==> src/rtl/sa_pkg.sv <==
// Shared types and defaults for the systolic-array scheduler.
package sa_pkg;

  typedef enum logic [2:0] {
    S_IDLE  = 3'd0,
    S_CLEAR = 3'd1,
    S_FEED  = 3'd2,
    S_DRAIN = 3'd3,
    S_DONE  = 3'd4
  } state_t;

  localparam int DEF_N         = 4;
  localparam int DEF_KW        = 8;
  localparam int DEF_DRAIN_LAT = 3;

  // Cycles after the last operand leaves the buffer until PE[N-1][N-1] settles.
  function automatic int drain_len(input int n, input int lat);
    return 2 * (n - 1) + 1 + lat;
  endfunction

endpackage

==> src/rtl/sa_sched_if.sv <==
// Job handshake, operand-buffer and array-control bundle for sa_sched.
interface sa_sched_if #(
  parameter int N  = 4,
  parameter int KW = 8
);
  logic              start;
  logic [KW-1:0]     k_len;
  logic              abort;
  logic              ready;
  logic              rd_en;
  logic [KW-1:0]     rd_addr;
  logic [N-1:0]      row_valid;
  logic [N-1:0]      col_valid;
  logic              pe_clear;
  logic [N*N-1:0]    pe_overflow;
  logic              res_valid;
  logic              ovf;
  logic              cmd_err;

  modport master (
    output start, k_len, abort, pe_overflow,
    input  ready, rd_en, rd_addr, row_valid, col_valid, pe_clear,
           res_valid, ovf, cmd_err
  );

  modport slave (
    input  start, k_len, abort, pe_overflow,
    output ready, rd_en, rd_addr, row_valid, col_valid, pe_clear,
           res_valid, ovf, cmd_err
  );
endinterface

==> src/rtl/sa_skew_line.sv <==
// 1-bit delay line of DEPTH stages; flush empties every stage in one edge.
module sa_skew_line #(
  parameter int DEPTH = 1
) (
  input  logic clk,
  input  logic reset,
  input  logic flush,
  input  logic d,
  output logic q
);
  logic [DEPTH-1:0] sr;

  always_ff @(posedge clk) begin
    if (reset || flush) sr <= '0;
    else                sr <= (sr << 1) | DEPTH'(d);
  end

  assign q = sr[DEPTH-1];
endmodule

==> src/rtl/sa_sched.sv <==
// Systolic-array job scheduler: clear, feed k_len operand pairs, drain, report.
// Optional feature: define SA_SCHED_OVF_STICKY_EN to accumulate pe_overflow into ovf.
module sa_sched
  import sa_pkg::*;
#(
  parameter int N         = DEF_N,
  parameter int KW        = DEF_KW,
  parameter int DRAIN_LAT = DEF_DRAIN_LAT
) (
  input logic        clk,
  input logic        reset,
  sa_sched_if.slave  bus
);
  localparam int DLEN = drain_len(N, DRAIN_LAT);
  localparam int DW   = $clog2(DLEN + 1);

  state_t        state;
  logic [KW-1:0] k_reg;
  logic [DW-1:0] dcnt;
  logic          busy, kill, accept, ovf_any;
  logic [N-1:0]  row_v, col_v;

  assign busy   = (state == S_CLEAR) || (state == S_FEED) || (state == S_DRAIN);
  assign kill   = busy && bus.abort;
  assign accept = (state == S_IDLE) && bus.start && (bus.k_len != '0);

`ifdef SA_SCHED_OVF_STICKY_EN
  logic sticky;
  assign ovf_any = sticky | (|bus.pe_overflow);

  always_ff @(posedge clk) begin
    if (reset)       sticky <= 1'b0;
    else if (accept) sticky <= 1'b0;
    else if (busy)   sticky <= ovf_any;
  end
`else
  assign ovf_any = 1'b0;
`endif

  always_ff @(posedge clk) begin
    if (reset) begin
      state         <= S_IDLE;
      k_reg         <= '0;
      dcnt          <= '0;
      bus.ready     <= 1'b1;
      bus.rd_en     <= 1'b0;
      bus.rd_addr   <= '0;
      bus.pe_clear  <= 1'b0;
      bus.res_valid <= 1'b0;
      bus.ovf       <= 1'b0;
      bus.cmd_err   <= 1'b0;
    end else begin
      bus.pe_clear  <= 1'b0;
      bus.res_valid <= 1'b0;
      bus.ovf       <= 1'b0;
      bus.cmd_err   <= 1'b0;
      if (kill) begin
        // Abandon the job; scrub any partial sums left in the array.
        state        <= S_IDLE;
        bus.ready    <= 1'b1;
        bus.rd_en    <= 1'b0;
        bus.rd_addr  <= '0;
        bus.pe_clear <= 1'b1;
      end else begin
        case (state)
          S_IDLE: begin
            if (accept) begin
              state        <= S_CLEAR;
              k_reg        <= bus.k_len;
              bus.ready    <= 1'b0;
              bus.pe_clear <= 1'b1;
            end else if (bus.start) begin
              bus.cmd_err  <= 1'b1;
            end
          end
          S_CLEAR: begin
            state       <= S_FEED;
            bus.rd_en   <= 1'b1;
            bus.rd_addr <= '0;
          end
          S_FEED: begin
            if (bus.rd_addr == k_reg - KW'(1)) begin
              state       <= S_DRAIN;
              bus.rd_en   <= 1'b0;
              bus.rd_addr <= '0;
              dcnt        <= DW'(DLEN - 1);
            end else begin
              bus.rd_addr <= bus.rd_addr + KW'(1);
            end
          end
          S_DRAIN: begin
            if (dcnt == '0) begin
              state         <= S_DONE;
              bus.res_valid <= 1'b1;
              bus.ovf       <= ovf_any;
            end else begin
              dcnt <= dcnt - DW'(1);
            end
          end
          S_DONE: begin
            state     <= S_IDLE;
            bus.ready <= 1'b1;
          end
          default: begin
            state     <= S_IDLE;
            bus.ready <= 1'b1;
            bus.rd_en <= 1'b0;
          end
        endcase
      end
    end
  end

  // Row/column i sees the read strobe after buffer latency plus i hops of skew.
  for (genvar i = 0; i < N; i++) begin : g_skew
    sa_skew_line #(.DEPTH(i + 1)) u_row (
      .clk(clk), .reset(reset), .flush(kill), .d(bus.rd_en), .q(row_v[i])
    );
    sa_skew_line #(.DEPTH(i + 1)) u_col (
      .clk(clk), .reset(reset), .flush(kill), .d(bus.rd_en), .q(col_v[i])
    );
  end

  assign bus.row_valid = row_v;
  assign bus.col_valid = col_v;

endmodule

==> src/flat_wrapper.sv <==
// flat-port wrapper written by rule: the top's interface ports become plain ports
module sa_sched_flat import sa_pkg::*;
#(
  parameter int N         = DEF_N,
  parameter int KW        = DEF_KW,
  parameter int DRAIN_LAT = DEF_DRAIN_LAT
)
  (clk, reset, bus_start, bus_k_len, bus_abort, bus_pe_overflow, bus_ready, bus_rd_en, bus_rd_addr, bus_row_valid, bus_col_valid, bus_pe_clear, bus_res_valid, bus_ovf, bus_cmd_err);
  sa_sched_if #(.N(N), .KW(KW)) bus_i ();
  input logic clk;
  input logic reset;
  input wire logic [$bits(bus_i.start)-1:0] bus_start;
  input wire logic [$bits(bus_i.k_len)-1:0] bus_k_len;
  input wire logic [$bits(bus_i.abort)-1:0] bus_abort;
  input wire logic [$bits(bus_i.pe_overflow)-1:0] bus_pe_overflow;
  output wire logic [$bits(bus_i.ready)-1:0] bus_ready;
  output wire logic [$bits(bus_i.rd_en)-1:0] bus_rd_en;
  output wire logic [$bits(bus_i.rd_addr)-1:0] bus_rd_addr;
  output wire logic [$bits(bus_i.row_valid)-1:0] bus_row_valid;
  output wire logic [$bits(bus_i.col_valid)-1:0] bus_col_valid;
  output wire logic [$bits(bus_i.pe_clear)-1:0] bus_pe_clear;
  output wire logic [$bits(bus_i.res_valid)-1:0] bus_res_valid;
  output wire logic [$bits(bus_i.ovf)-1:0] bus_ovf;
  output wire logic [$bits(bus_i.cmd_err)-1:0] bus_cmd_err;
  assign bus_i.start = bus_start;
  assign bus_i.k_len = bus_k_len;
  assign bus_i.abort = bus_abort;
  assign bus_i.pe_overflow = bus_pe_overflow;
  assign bus_ready = bus_i.ready;
  assign bus_rd_en = bus_i.rd_en;
  assign bus_rd_addr = bus_i.rd_addr;
  assign bus_row_valid = bus_i.row_valid;
  assign bus_col_valid = bus_i.col_valid;
  assign bus_pe_clear = bus_i.pe_clear;
  assign bus_res_valid = bus_i.res_valid;
  assign bus_ovf = bus_i.ovf;
  assign bus_cmd_err = bus_i.cmd_err;
  sa_sched #(.N(N), .KW(KW), .DRAIN_LAT(DRAIN_LAT)) u_core (.clk(clk), .reset(reset), .bus(bus_i));
endmodule
==> config.mk <==
export PLATFORM = sky130hd
export DESIGN_NAME = sa_sched_flat
export DESIGN_NICKNAME = d
export VERILOG_FILES = /design/src/rtl/sa_pkg.sv /design/src/rtl/sa_sched_if.sv /design/src/rtl/sa_skew_line.sv /design/src/rtl/sa_sched.sv /design/src/flat_wrapper.sv
export SDC_FILE = /design/constraint.sdc
export NUM_CORES = 1
export LEC_CHECK = 0
export CAP_MARGIN = 10
export CORE_ASPECT_RATIO = 1.25
export CORE_MARGIN = 2
export CORE_UTILIZATION = 40
export CTS_CLUSTER_SIZE = 30
export DETAILED_ROUTE_END_ITERATION = 16
export GPL_TIMING_DRIVEN = 1
export PLACE_DENSITY = 0.79
export SETUP_SLACK_MARGIN = 0.02
export SLEW_MARGIN = 20
export SYNTH_ARGS = -nofsm -noshare
export SYNTH_HDL_FRONTEND = slang
export SYNTH_HIERARCHICAL = 1
export SYNTH_SLANG_ARGS = --single-unit
==> constraint.sdc <==
create_clock -name clk -period 3.8 [get_ports clk]
set_input_delay 0.57 -clock clk [delete_from_list [all_inputs] [get_ports clk]]
set_output_delay 0.57 -clock clk [all_outputs]
set_load 0.005 [all_outputs]
After elaboration in Yosys (flattened, before gate mapping)
Cells that the tools add are included.

storage, ports and cells
  register bits = 47
  latch bits = 0
  RAM bits = 0
  ROM bits = 0
  logic and storage cells = 78
  memories kept = 0

operators by class
  add/subtract/negate cells = 3
  $mul = 0
  div/mod/pow operators = 0
  $lt $le $gt $ge = 0
  equality and inequality tests = 9
  shift operators = 0
  mux-type cells = 18
  bitwise gates (word level) = 11
  reductions and logical operators = 21

operators with widths
  operator                                             number
  case mux 8 bit (2 select lines)                      1
  case mux 3 bit (4 select lines)                      1
  two-way mux 3 bit                                    3
  OR reduction 3 bit                                   3
  adder 8 x 1 -> 8 bit, second input constant          1
  equality test 8 bit                                  1
  two-way mux 4 bit                                    2
  two-way mux 8 bit                                    1
  OR 4 x 1 -> 4 bit                                    2
  case mux 4 bit (2 select lines)                      1
  nonzero test 8 bit                                   1
  subtractor 8 x 1 -> 8 bit, second input constant     1
  two-way mux 1 bit                                    7
  equality test 3 x 2 -> 1 bit, second input constant  2
  != test 2 bit, second input constant                 3
  OR 3 x 1 -> 3 bit                                    2
  AND reduction 3 bit                                  2
  inverter 1 bit                                       5
  zero test 4 bit                                      1
  OR 2 x 1 -> 2 bit                                    2
  AND reduction 2 bit                                  2
  AND reduction 4 bit                                  1
  nonzero test 2 bit                                   2
  OR reduction 4 bit                                   1
  10 further kinds                                     14

Depth between registers and ports, before layout
  depth after elaboration = 6
  depth in mapped cells = 9
  depth with buffers taken out = 8

By module
The synthesis kept the hierarchy.

by module, submodules not included
  module                                     times used  cells an instance  area an instance (um2)  sequential area each (um2)
  sa_sched                                   1           187                1540.2                  560.5
  sa_skew_line (u_core.g_skew[3].u_col ...)  2           8                  110.1                   80.1
  sa_skew_line (u_core.g_skew[2].u_col ...)  2           6                  82.6                    60.1
  sa_skew_line (u_core.g_skew[1].u_col ...)  2           4                  55.1                    40.0
  sa_skew_line (u_core.g_skew[0].u_col ...)  2           2                  32.5                    20.0

Worst setup path before layout
OpenSTA, ideal clock, no wires.

  path kind = reg-to-reg
  from = register u_core.k_reg[0]
  to = register u_core.bus.rd_en
  setup time = 120 ps
  data arrival time = 2514 ps
  data required time = 3680 ps
  slack = 1167 ps
  cell stages (with the launch flop) = 10
  buffers on the path = 1
  clock period less this slack = 2633 ps
  path through = dfxtp_1 > inv_1 > ha_1 > or3b_4 > or4_4 > a2111oi_4 > o41ai_2 > and2_1 > buf_2 > o31a_1

on the way
  cells in the longest elaborated chain, start to end = 4

ends and longest elaborated chain
  item                                  RTL line           text
  start, declared                       sa_sched.sv:18     logic [KW-1:0] k_reg;
  start signal, assigned                sa_sched.sv:69     k_reg <= bus.k_len;
  subtractor 8 x 1 -> 8 bit             sa_sched.sv:82     if (bus.rd_addr == k_reg - KW'(1)) begin
  equality test 8 bit                   sa_sched.sv:82
  != test 2 bit (no source line)        n/a
  AND reduction 2 bit (no source line)  n/a
  end signal, assigned                  sa_sched.sv:78     bus.rd_en <= 1'b1;
  end signal, assigned                  sa_sched.sv:84     bus.rd_en <= 1'b0;
  end signal, assigned                  sa_sched.sv:107    bus.rd_en <= 1'b0;
  end, declared                         sa_sched_if.sv:28  output ready, rd_en, rd_addr, row_valid, col_valid, pe_clear,

Every way passes these cells.
A chain may end at the register's enable or synchronous reset.

Final worst setup path
Same ends and word-level chain as after synthesis.

==> run summary <==
Setup violations remaining at the end of the flow were counted as 0. Setup total negative slack on the finished layout was measured at 0 ps. The critical path data arrival time came out at between 2000 and 3000 ps. The min-delay analysis places its worst path in the category flip-flop to flip-flop. The maximum number of pins on one net before global-route repair came out at 36.

The flow ran to the end, and the final reports show no timing, DRC or antenna violations. The total clock buffers created by CTS is 5. In the final layout, the registers with the most flip-flops are u_core/g_skew.u_col/sr x9, u_core/g_skew.u_row/sr x9. The port buffer count is 32.

The maximum clock frequency is 360 MHz. The area occupied by multi-input gates came out at about 0.0011 mm^2. In the final design database the tool counted 290 nets. In the layout the commonest cells are dfxtp_1, clkdlybuf4s50_1, nand2_1.

Leaving out fill and tap cells, the most frequent cell in the layout is dfxtp_1. STA classifies the critical path endpoint as a flip-flop. Synthesis instantiated 47 different standard cells from the library. The kind of critical path is flip-flop to flip-flop. The mean number of vias per cell is 5.40. The half-perimeter wire length after detailed placement is between 2 and 3 mm. The number of cells after detailed placement is 313.

The post-CTS repair timing setup buffer count came out at 0. The die span in x came out at 68.8 um. The total power after layout is 1.18 mW. Each instance of the synthesized netlist takes up on average 9.25 um^2.

The minimum clock period came out at 2780 ps. The sequential fraction of the synthesis area is 0.457. The critical path required time is approximately 4000 ps. After floorplanning, the core was sized to cover 0.00508 mm^2. The slack of the worst reg-to-reg path is 1020 ps. The number of I/O pins came out at 50. Routability-driven placement finished with a final weighted congestion of a little over 0.8. In this run, synthesis inferred 0 flip-flops with an integrated enable. Of the available clock period, the critical path in the final layout requires 0.732. The mapped cell area came out at 0.00210 mm^2. The total number of clock tree sinks is 48.

The pre-antenna-repair detailed-routing pass consisted of 4 iterations. The flop and latch count out of synthesis came out at 48. The number of design rule violations left after detail routing came out at 0. The CTS H-tree depth is 2. The total die area is 0.00585 mm^2. In this run the power density over the cells is 454 mW/mm^2. The count of warnings emitted by yosys came out at 6. Final hold analysis gives a worst-case slack of 463 ps. At the end of the flow the core is filled with cells to 0.514.

The later pin in the worst-skew pair is clocked with a latency of roughly 300 ps. The final number of max-transition violations came out at 0. Summed over all cells, the static leakage comes to 0.927 nW. The standard cell area after detailed placement is 0.00247 mm^2. The global-route wire length before repair came out at 7.28 mm. The final-report hold violation count is 0.

The count of cells resized by post-cts repair is 0. The peak supply drop came out at 0.000190 V. The final antenna diode count is 0. The total routing resource utilization after global routing came out at 0.159. The die height is 85.0 um.

The count of mapped cells out of synthesis is 227. The via count of the first global-routing pass is ~1600. The wire length per cell is 13.1 um. The setup slack at placement came out at about 1000 ps. For the pin with the worst max-slew slack, the measured transition is 962 ps.

The final layout contains routed wiring with a total length of 4.21 mm. The initialized floorplan defines 29 standard-cell rows. The net count of the mapped netlist came out at 259. After clock tree synthesis, the flow added hold-fix buffers numbering 0.

The kind of start point of the critical path is a flip-flop. The initial utilization of the core area, before any placement, comes to 0.414. The synthesis-to-finish area growth is 24.2%. In this run the remaining antenna-violating nets after routing total 0.

The most frequently used flop master after synthesis is dfxtp_1. Setup repair after global routing left no endpoint under its margin. The final non-filler cell area is 0.00261 mm^2. The number of violations of the max-capacitance limit came out at 0. The final non-filler cell total came out at approximately 320. The violation count after the first detailed-route iteration is around 110. TritonCTS built the clock tree. The maximum net fanout on the critical path is 7.

Fill cells in the final layout number around 480. In this run the deepest clock path goes through 2 buffers. CTS placed an instance of clkbuf_8 at the clock tree root. The total via count after detailed routing is 1733. The register clock-pin slew on the reported worst setup and hold paths is ~90 ps. The async set or reset register ratio after synthesis came out at 0. The final worst setup slack came out at around 1000 ps.

The fraction of layout instances using a drive strength above 1 came out at 0.0734. Between clock sinks in the finished design, the worst skew comes to 5.72 ps. The area of all sequential standard cells is 961 um^2. The number of antenna violations at the first check in global routing came out at 0. The global-route congestion overflow total came out at 0. The worst slew margin relative to its limit came out at 0.354.
[power breakdown]
part	total (mW)	internal [mW]	switching, mW	leakage, nW
clock network	0.438	0.265	0.174	0.0687
logic	0.190	0.0857	0.105	0.469
registers	0.556	0.530	0.0260	0.390
total	1.18	0.880	0.304	0.927
[worst paths after layout]
kind	start	to	cells after the start
hold reg to reg	u_core/g_skew[3].u_row/sr[0]	u_core/g_skew[3].u_row/sr[1]	1
setup / recovery	u_core/k_reg[0]	u_core/bus.rd_en	8
setup reg to reg	u_core/k_reg[0]	u_core/bus.rd_en	8
hold / removal	u_core/g_skew[3].u_row/sr[0]	u_core/g_skew[3].u_row/sr[1]	1
[logic make-up (layout without fill, tap and decap cells)]
family | after synthesis | in the layout | share of synthesized area
AO/OA/AOI/OAI | 46 | 46 | 0.160
XOR/XNOR | 12 | 12 | 0.0572
adder cells (fa/ha/maj) | 4 | 4 | 0.0238
buffers and inverters | 19 | 51 | 0.0363
flip-flops | 48 | 48 | 0.457
other | 1 | 1 | 0.00179
AND/OR/NAND/NOR | 97 | 97 | 0.264
[worst max-delay path, stage by stage (launching register included)]
cell and delay [ps]:
dfxtp_1 360, inv_1 70, ha_1 160, or3b_4 410, or4_4 500, a2111oi_4 360, o41ai_2 220, and2_1 290
o31a_1 300
[cells in the mapped netlist, types with 2 or more instances]
master | instances | area, um^2
dfxtp_1 | 48 | 961
nor3b_2 | 2 | 25.0
ha_1 | 4 | 50.1
o211ai_1 | 4 | 30.0
a32o_1 | 4 | 40.0
a211oi_1 | 3 | 22.5
a21oi_1 | 18 | 90.1
nand3_1 | 13 | 65.1
nor3_1 | 11 | 55.1
nor2_1 | 12 | 45.0
or2_2 | 2 | 12.5
clkbuf_1 | 7 | 26.3
o21ai_0 | 3 | 15.0
nor4_1 | 3 | 18.8
o21a_1 | 3 | 22.5
and2_1 | 2 | 12.5
nand2_1 | 21 | 78.8
a31oi_1 | 2 | 12.5
xnor2_1 | 7 | 61.3
nor3b_1 | 18 | 135
xor2_1 | 4 | 35.0
nor2b_1 | 3 | 18.8
inv_1 | 9 | 33.8
[area by class of cell]
| type | instances | share of cell area |
|---|---|---|
| flip-flops and latches | 48 | 0.368 |
| clock buffers | 5 | 0.0264 |
| inverters | 9 | 0.0129 |
| multi-input cells | 160 | 0.408 |
| repair buffers | 34 | 0.129 |
| well taps | 62 | 0.0297 |
| clock inverters | 3 | 0.0264 |
[metal layers]
| metal | track usage | wire (um) |
|---|---|---|
| met3 | 0.0252 | 125 |
| met4 | 0.0624 | 85 |
| met2 | 0.269 | 2100 |
| met5 | 0 | 0 |
| met1 | 0.199 | 1900 |
Note: power is estimated with default switching activity, not from simulation.
